### config.mk
export PLATFORM = sky130hd
export DESIGN_NAME = seg_scan_ctrl
export DESIGN_NICKNAME = d
export VERILOG_FILES = /design/src/rtl/seg_scan_ctrl_pkg.sv /design/src/rtl/seg_scan_ctrl_refresh_timer.sv /design/src/rtl/seg_scan_ctrl.sv
export SDC_FILE = /design/constraint.sdc
export NUM_CORES = 1
export LEC_CHECK = 0
export ABC_AREA = 1
export CORE_MARGIN = 2
export CORE_UTILIZATION = 30
export DETAILED_ROUTE_END_ITERATION = 12
export DONT_BUFFER_PORTS = 1
export PLACE_DENSITY_LB_ADDON = 0.1
export SLEW_MARGIN = 10
export SYNTH_ARGS = -nofsm -noshare
export SYNTH_HDL_FRONTEND = slang
export SYNTH_SLANG_ARGS = --single-unit
### constraint.sdc
create_clock -name clk -period 6.3 [get_ports clk]
set_clock_uncertainty 0.15 [all_clocks]
set_input_delay 1.575 -clock clk [delete_from_list [all_inputs] [get_ports clk]]
set_output_delay 1.575 -clock clk [all_outputs]
set_load 0.02 [all_outputs]
### src/rtl/seg_scan_ctrl_pkg.sv
// Shared encodings and constants for the 7-segment scan controller.
package seg_scan_ctrl_pkg;

  typedef enum logic {
    ST_IDLE = 1'b0,
    ST_SCAN = 1'b1
  } state_e;

  localparam int MAX_DIGITS = 8;
  localparam logic [MAX_DIGITS-1:0] ANODE_OFF = '1;
  localparam logic SEG_BLANK = 1'b1;

  function automatic int idx_width(input int n);
    return (n > 1) ? $clog2(n) : 1;
  endfunction

endpackage

### src/rtl/seg_scan_ctrl_refresh_timer.sv
// Digit-slot divider: counts 0..REFRESH_DIV-1 and flags the terminal count.
module seg_refresh_timer
  import seg_scan_ctrl_pkg::*;
#(
  parameter int REFRESH_DIV = 50000,
  parameter int DIV_W       = 16
) (
  input  logic clk,
  input  logic rst,
  input  logic clear,
  output logic tick
);

  localparam logic [DIV_W-1:0] TC = DIV_W'(REFRESH_DIV - 1);

  logic [DIV_W-1:0] cnt_q, cnt_d;

  assign tick = (cnt_q == TC);

  always_comb begin
    cnt_d = cnt_q + 1'b1;
    if (clear || tick) cnt_d = '0;
  end

  always_ff @(posedge clk or posedge rst) begin
    if (rst) cnt_q <= '0;
    else     cnt_q <= cnt_d;
  end

endmodule

### src/rtl/seg_scan_ctrl.sv
// Multiplexed 7-segment scan controller with a tear-free pending/display buffer pair.
// Optional build macro LEADING_ZERO_BLANK_EN darkens leading zero digits above digit 0.
module seg_scan_ctrl
  import seg_scan_ctrl_pkg::*;
#(
  parameter int NUM_DIGITS  = 4,
  parameter int REFRESH_DIV = 50000,
  parameter int DIV_W       = 16
) (
  input  logic                    clk,
  input  logic                    rst,
  input  logic                    enable,
  input  logic [4*NUM_DIGITS-1:0] value_in,
  input  logic                    load_valid,
  output logic                    load_ready,
  output logic [3:0]              dig_data,
  output logic                    dig_blank,
  output logic [NUM_DIGITS-1:0]   an,
  output logic                    frame_tick
);

  localparam int VW    = 4 * NUM_DIGITS;
  localparam int IDX_W = idx_width(NUM_DIGITS);
  localparam logic [IDX_W-1:0] LAST_IDX = IDX_W'(NUM_DIGITS - 1);

  state_e                  st_q, st_d;
  logic [IDX_W-1:0]        idx_q, idx_d;
  logic                    dead_q, dead_d;
  logic [VW-1:0]           disp_q, disp_d, pend_q, pend_d;
  logic                    pend_full_q, pend_full_d;
  logic                    ready_q;
  logic [NUM_DIGITS-1:0]   an_q, an_d;
  logic [3:0]              data_q, data_d;
  logic                    blank_q, blank_d;
  logic                    ft_q, ft_d;

  logic                    scanning, clear, tick, frame_end, commit, accept, show;
  logic [NUM_DIGITS-1:0]   cur_sel, lz_dark;
  logic [3:0]              cur_nib;

  assign scanning  = (st_q == ST_SCAN) && enable;
  assign clear     = ~scanning;
  assign frame_end = scanning && tick && (idx_q == LAST_IDX);
  assign commit    = pend_full_q && (frame_end || (st_q == ST_IDLE));
  assign accept    = load_valid && ready_q;

  seg_refresh_timer #(
    .REFRESH_DIV (REFRESH_DIV),
    .DIV_W       (DIV_W)
  ) u_timer (
    .clk   (clk),
    .rst   (rst),
    .clear (clear),
    .tick  (tick)
  );

  always_comb begin
    st_d = st_q;
    case (st_q)
      ST_IDLE: if (enable)  st_d = ST_SCAN;
      ST_SCAN: if (!enable) st_d = ST_IDLE;
      default: st_d = ST_IDLE;
    endcase
  end

  // dead_q mirrors "divider at 0": the anti-ghost cycle at the start of every slot.
  always_comb begin
    idx_d  = idx_q;
    dead_d = 1'b0;
    if (clear) begin
      idx_d  = '0;
      dead_d = 1'b1;
    end else if (tick) begin
      idx_d  = (idx_q == LAST_IDX) ? '0 : idx_q + 1'b1;
      dead_d = 1'b1;
    end
  end

  always_comb begin
    disp_d      = disp_q;
    pend_d      = pend_q;
    pend_full_d = pend_full_q;
    if (commit) begin
      disp_d      = pend_q;
      pend_full_d = 1'b0;
    end else if (accept) begin
      pend_d      = value_in;
      pend_full_d = 1'b1;
    end
  end

  always_comb begin
    cur_sel = '0;
    cur_nib = '0;
    for (int k = 0; k < NUM_DIGITS; k++) begin
      if (idx_q == IDX_W'(k)) begin
        cur_sel[k] = 1'b1;
        cur_nib    = disp_q[4*k +: 4];
      end
    end
  end

`ifdef LEADING_ZERO_BLANK_EN
  logic upper_zero;
  always_comb begin
    lz_dark    = '0;
    upper_zero = 1'b1;
    for (int k = NUM_DIGITS - 1; k >= 0; k--) begin
      upper_zero = upper_zero && (disp_q[4*k +: 4] == 4'h0);
      lz_dark[k] = (k > 0) && upper_zero;
    end
  end
`else
  assign lz_dark = '0;
`endif

  assign show = scanning && !dead_q && ((cur_sel & lz_dark) == '0);

  always_comb begin
    an_d    = ANODE_OFF[NUM_DIGITS-1:0];
    blank_d = SEG_BLANK;
    data_d  = '0;
    ft_d    = frame_end;
    if (show) begin
      an_d    = ~cur_sel;
      blank_d = 1'b0;
      data_d  = cur_nib;
    end
  end

  always_ff @(posedge clk or posedge rst) begin
    if (rst) begin
      st_q        <= ST_IDLE;
      idx_q       <= '0;
      dead_q      <= 1'b1;
      disp_q      <= '0;
      pend_q      <= '0;
      pend_full_q <= 1'b0;
      ready_q     <= 1'b1;
      an_q        <= ANODE_OFF[NUM_DIGITS-1:0];
      data_q      <= '0;
      blank_q     <= SEG_BLANK;
      ft_q        <= 1'b0;
    end else begin
      st_q        <= st_d;
      idx_q       <= idx_d;
      dead_q      <= dead_d;
      disp_q      <= disp_d;
      pend_q      <= pend_d;
      pend_full_q <= pend_full_d;
      ready_q     <= ~pend_full_d;
      an_q        <= an_d;
      data_q      <= data_d;
      blank_q     <= blank_d;
      ft_q        <= ft_d;
    end
  end

  assign load_ready = ready_q;
  assign dig_data   = data_q;
  assign dig_blank  = blank_q;
  assign an         = an_q;
  assign frame_tick = ft_q;

endmodule

== Yosys cells after proc, flatten, opt, wreduce, memory -nomap -nowiden ==
Cells that the tools add are included.

* Input port bits: 20
* Word-level logic and storage cells: 55
* Bits in registers: 64

* Reductions and logical operators: 11
* Multiplexer cells: 20
* Equal/unequal tests: 5
* Add/subtract/negate cells: 2
* Bitwise logic cells: 5

{| class="wikitable"
|+ Operators with widths
! kind !! number
|-
| $mux W4 || 6
|-
| $add A16 B1 Y16 const B || 1
|-
| $eq A16 B16 Y1 const B || 1
|-
| $mux W16 || 1
|-
| $mux W1 || 10
|-
| $logic_and A1 B1 Y1 || 6
|-
| $mux W2 || 3
|-
| $eq A2 B2 Y1 const B || 2
|-
| $not A1 Y1 || 4
|-
| $not A4 Y4 || 1
|-
| $add A2 B1 Y2 const B || 1
|-
| $eq A2 B1 Y1 const B || 1
|-
| $logic_not A2 Y1 || 1
|-
| $logic_or A1 B1 Y1 || 2
|-
| $ne A2 B1 Y1 const B || 1
|-
| $reduce_and A2 Y1 || 1
|-
| $logic_not A1 Y1 || 1
|}

== Depth between registers and ports, before layout ==
* Depth after elaboration: 7
* Gate-level depth with buffers: 11

== Hierarchy ==
A second synthesis with hierarchy kept.

* Cells, all modules: 330
* Area total of the unflattened synthesis: 2884.0 um^2

{| class="wikitable"
|+ By module, submodules not included
! module !! area each (um^2) !! cells each !! times used !! seq. area each (um^2)
|-
| seg_scan_ctrl || 1970.6 || 210 || 1 || 1209.9
|-
| seg_refresh_timer || 913.4 || 120 || 1 || 400.4
|}

== Least setup slack after synthesis ==
Ideal clock, no wire load.

* Path kind: input-to-reg
* From: input port enable
* To: register disp_q[0]
* Slack: 3.737 ns
* Path buffers: 1
* Arrival: 2.297 ns
* Setup time: 0.116 ns
* Data required time: 6.034 ns
* Stages on the path: 9
* Cells stage by stage: nand2_1 inv_1 nand4_2 nand2_2 nand2_4 clkinv_2 buf_6 nand2_1 nand2_1

* Word-level cells in the longest chain between the ends: 5

{| class="wikitable"
|+ RTL lines
! what !! RTL line !! RTL
|-
| start, declared || seg_scan_ctrl.sv:12 || <nowiki>input logic enable,</nowiki>
|-
| $logic_and A1 B1 Y1 || seg_scan_ctrl.sv:41 || <nowiki>assign scanning = (st_q == ST_SCAN) && enable;</nowiki>
|-
| $logic_and A1 B1 Y1 (2 in series) || seg_scan_ctrl.sv:43 || <nowiki>assign frame_end = scanning && tick && (idx_q == LAST_IDX);</nowiki>
|-
| $logic_or A1 B1 Y1 || seg_scan_ctrl.sv:44 || <nowiki>assign commit = pend_full_q && (frame_end || (st_q == ST_IDLE));</nowiki>
|-
| $logic_and A1 B1 Y1 || seg_scan_ctrl.sv:44 ||
|-
| end signal, assigned || seg_scan_ctrl.sv:148 || <nowiki>disp_q <= disp_d;</nowiki>
|-
| end, declared || seg_scan_ctrl.sv:29 || <nowiki>logic [VW-1:0] disp_q, disp_d, pend_q, pend_d;</nowiki>
|}

Every way passes these cells.
A chain may end at the register's enable or synchronous reset.

== Worst setup path in the final report ==
* From: register ready_q, in the netlist load_ready
* To: output port load_ready

{| class="wikitable"
|+ RTL lines
! what !! RTL line !! RTL
|-
| start, declared || seg_scan_ctrl.sv:31 || <nowiki>logic ready_q;</nowiki>
|-
| start signal, assigned || seg_scan_ctrl.sv:151 || <nowiki>ready_q <= ~pend_full_d;</nowiki>
|-
| end, declared || seg_scan_ctrl.sv:15 || <nowiki>output logic load_ready,</nowiki>
|}

No word-level cell between the ends.

==> insert_results.sql <==
INSERT INTO impl_metrics (metric_group, metric, value, unit) VALUES
('timing', 'finalSetupViolCount', '0', ''),
('timing', 'fin_tns_setup', '0', 'ns'),
('clock_tree', 'cts_htree_levels', '3', ''),
('timing', 'report.final.slew_viol_count', '0', ''),
('clock_tree', 'cts-root-to-sink-buffers', '2', ''),
('die', 'rows', '35', ''),
('die', 'die-width', '100', 'µm'),
('timing', 'fmaxAchievable', '0.376', 'GHz'),
('synth', 'synthesis.area_per_instance', '8.89', 'µm²'),
('global_routing', 'first_global_vias', '2015', ''),
('place', 'io_buffers', '0', ''),
('detailed_routing', 'vias_per_cell', '4.49', ''),
('clock_tree', 'tritoncts', 'built', ''),
('synth', 'netlist_top_cells_area', 'sky130_fd_sc_hd__dfrtp_1 51%, sky130_fd_sc_hd__nand2_1 14%, sky130_fd_sc_hd__dfstp_2 6.6%', ''),
('pwr', 'static-leakage-power', '0.00147', 'µW'),
('timing', 'final-hold-violation-count', '0', ''),
('synth', 'synthesis.area', '2790', 'µm²'),
('layout', 'final_nets', '343', ''),
('synth', 'post-synth-top-area-fraction', '0.511', ''),
('place', 'detailedPlacementHpwl', '4.05', 'mm'),
('global_routing', 'global_route.usage.total', '0.133', ''),
('die', 'top_level_ports', '31', ''),
('detailed_routing', 'drt-initial-drc-count', '55', ''),
('layout', 'area_of_combinational_cells_with_multiple_inputs', '1040', 'µm²'),
('clock_tree', 'holdBufCountCts', '0', ''),
('place', 'gp_routability_congestion', '0.795', ''),
('detailed_routing', 'wl_per_cell', '13.7', 'µm'),
('global_routing', 'grt_start_max_net_pins', '65', ''),
('synth', 'syn-instance-count', '314', ''),
('worst_setup_path', 'worst_ep_required_time', '4.58', 'ns'),
('clock_tree', 'cts.reportedPaths.clkPinSlew', '0.07', 'ns'),
('die', 'overall_die_area', '10100', 'µm²'),
('worst_setup_path', 'critical_path.endpoint_type', 'primary output', ''),
('clock_tree', 'post_cts.repair.setup_buffers', '0', ''),
('worst_setup_path', 'timing.reg2reg.worst_path_depth', '9', ''),
('detailed_routing', 'drt_pre_antenna_iters', '4', ''),
('run_status', 'result_of_the_run', 'complete, no violations', ''),
('worst_setup_path', 'timing_worst_setup_path_type', 'reg2out', ''),
('timing', 'max-slew-margin-rel', '0.461', ''),
('worst_setup_path', 'critical_path_peak_fanout', '2', ''),
('synth', 'yosysUniqueCellTypes', '30', ''),
('global_routing', 'grt_antenna_before_repair', '0', ''),
('synth', 'synth_nets', '339', ''),
('worst_setup_path', 'cp_num_cells', '0', ''),
('clock_tree', 'clk_latency', '0.34', 'ns'),
('die', 'die_height', '100', 'µm'),
('timing', 'period_share', '0.422', ''),
('detailed_routing', 'routed_wl', '5.96', 'mm'),
('worst_setup_path', 'setup.worst_path.start_class', 'register', ''),
('detailed_routing', 'routed-via-count', '1947', ''),
('layout', 'insertedDiodeCount', '0', ''),
('layout', 'regArea', '1610', 'µm²'),
('clock_tree', 'cts.root.buffer_cell', 'sky130_fd_sc_hd__clkbuf_8', ''),
('synth', 'synth_top_area_cell', 'sky130_fd_sc_hd__dfrtp_1', ''),
('die', 'core_region_area', '9150', 'µm²'),
('hold_path', 'min_path_type', 'reg2reg', ''),
('layout', 'fillerInstances', '965', ''),
('clock_tree', 'postCtsResizedCells', '0', ''),
('global_routing', 'globalRouteOverflowTotal', '0', ''),
('die', 'initial_core_util', '0.305', ''),
('clock_tree', 'cts_buffers', '9', ''),
('worst_setup_path', 'worst-endpoint-arrival', '0.94', 'ns'),
('hold_path', 'min_path_cells', '1', ''),
('detailed_routing', 'drc', '0', ''),
('job', 'maxCapViolCount', '0', ''),
('pwr', 'power_density_normalized_to_cell_area', '393', 'nW/µm²'),
('timing', 'worst-slew-pin-transition', '0.809', 'ns'),
('global_routing', 'grt_pass1_wl', '10.3', 'mm'),
('synth', 'ys_ff_latch', '64', ''),
('timing', 'grt_setup_unrepaired', 'false', ''),
('clock_tree', 'clock_sink_count', '64', ''),
('synth', 'yosysSeqAreaShare', '0.577', ''),
('pwr', 'peakVddDrop', '0.000153', 'V'),
('layout', 'most-common-layout-cells', '106 x sky130_fd_sc_hd__nand2_1, 57 x sky130_fd_sc_hd__dfrtp_1, 36 x sky130_fd_sc_hd__nor2_1', ''),
('layout', 'drive_gt1_frac', '0.115', ''),
('layout', 'most_common_cell_after_layout_fill_and_taps_aside', 'sky130_fd_sc_hd__nand2_1', ''),
('synth', 'synth-warning-count', '0', ''),
('layout', 'area_growth_syn_to_layout', '12.9', '%'),
('timing', 'timing.final.crit_period', '2.66', 'ns'),
('detailed_routing', 'ant_nets', '0', ''),
('layout', 'final_core_util', '0.345', '');
[synth_stat cells]
master	n
sky130_fd_sc_hd__nand4_2	1
sky130_fd_sc_hd__nor2_2	3
sky130_fd_sc_hd__clkinv_1	1
sky130_fd_sc_hd__nand3_2	1
sky130_fd_sc_hd__o31ai_1	3
sky130_fd_sc_hd__ha_1	5
sky130_fd_sc_hd__o21ai_0	7
sky130_fd_sc_hd__nand3_1	25
sky130_fd_sc_hd__nand2_4	2
sky130_fd_sc_hd__buf_4	1
sky130_fd_sc_hd__xnor2_1	3
sky130_fd_sc_hd__nand4_1	1
sky130_fd_sc_hd__o21a_1	1
sky130_fd_sc_hd__buf_6	2
sky130_fd_sc_hd__nand2_1	106
sky130_fd_sc_hd__nor2_1	36
sky130_fd_sc_hd__xor2_1	5
sky130_fd_sc_hd__nor4_1	1
sky130_fd_sc_hd__inv_1	19
sky130_fd_sc_hd__buf_2	3
sky130_fd_sc_hd__nor3_1	4
sky130_fd_sc_hd__a211oi_1	1
sky130_fd_sc_hd__dfrtp_1	57
sky130_fd_sc_hd__nand2_2	3
sky130_fd_sc_hd__nor3b_1	2
sky130_fd_sc_hd__clkinv_2	2
sky130_fd_sc_hd__a31oi_1	1
sky130_fd_sc_hd__dfstp_2	7
sky130_fd_sc_hd__clkbuf_1	2
sky130_fd_sc_hd__a21oi_1	9
[metrics by stage]
step | area, µm² | worst slack [ns] | cells | total power, µW | hold WS [ns]
finish | 3150 | 3.64 | 434 | 1240 | 0.319
CTS | 3150 | 3.62 | 434 | 1260 | 0.324
detailed placement | 2890 | 3.28 | 418 | 783 | 0.311
global placement | 2890 | 3.33 | 418 | 783 | 0.307
global route | 3150 | 3.46 | 434 | 1330 | 0.342
floorplan | 2790 | 2.99 | 314 | 734 | 0.283
[logic make-up (layout without fill, tap and decap cells)]
kind of cell,after synthesis,in the layout,share of synthesized area
AO/OA/AOI/OAI,22,22,0.0444
XOR/XNOR,8,8,0.0251
adder cells (fa/ha/maj),5,5,0.0224
buffers and inverters,30,39,0.0493
flip-flops,64,64,0.577
AND/OR/NAND/NOR,185,185,0.282
[area by class of cell]
cell class | count | share of cell area
sequential | 64 | 0.511
multi-input combinational | 220 | 0.331
clock inverter | 7 | 0.0456
tap | 111 | 0.0440
clock buffer | 9 | 0.0393
inverter | 22 | 0.0270
timing repair buffer | 1 | 0.00238
[state kept, by name, indices dropped and copies added, names as in the netlist]
signal         cells
an                 4
dead_q             1
dig_blank          1
dig_data           4
disp_q            16
frame_tick         1
idx_q              2
load_ready         1
pend_full_q        1
pend_q            16
st_q               1
u_timer.cnt_q     16
[where the power goes]
group / internal [µW] / leakage [µW] / switching [µW] / total, µW
combinational: 64.0 / 0.000527 / 122 / 186
clock: 303 / 0.000126 / 168 / 472
sequential: 515 / 0.000820 / 67.5 / 583
[metal layers]
layer / track usage / up-vias / wire length, µm
met5: 0 / - / 0
met4: 0.0601 / 0 / 79
met3: 0.0333 / 9 / 218
met2: 0.193 / 31 / 2590
met1: 0.189 / 900 / 3070
li1: - / 1007 / -
[worst paths after layout]
kind	start	endpoint	slack [ns]
worst max-delay path	load_ready$_DFF_PP1_	load_ready	3.64
worst max register to register	u_timer.cnt_q[0]$_DFF_PP0_	disp_q[11]$_DFFE_PP0P_	4.28
max in group asynchronous	rst	idx_q[1]$_DFFE_PP0N_	4.27
min in group asynchronous	rst	u_timer.cnt_q[3]$_DFF_PP0_	1.20
worst min-delay path	u_timer.cnt_q[0]$_DFF_PP0_	u_timer.cnt_q[0]$_DFF_PP0_	0.32
worst min register to register	u_timer.cnt_q[0]$_DFF_PP0_	u_timer.cnt_q[0]$_DFF_PP0_	0.32
No activity file was read; power rests on OpenSTA's default activity.
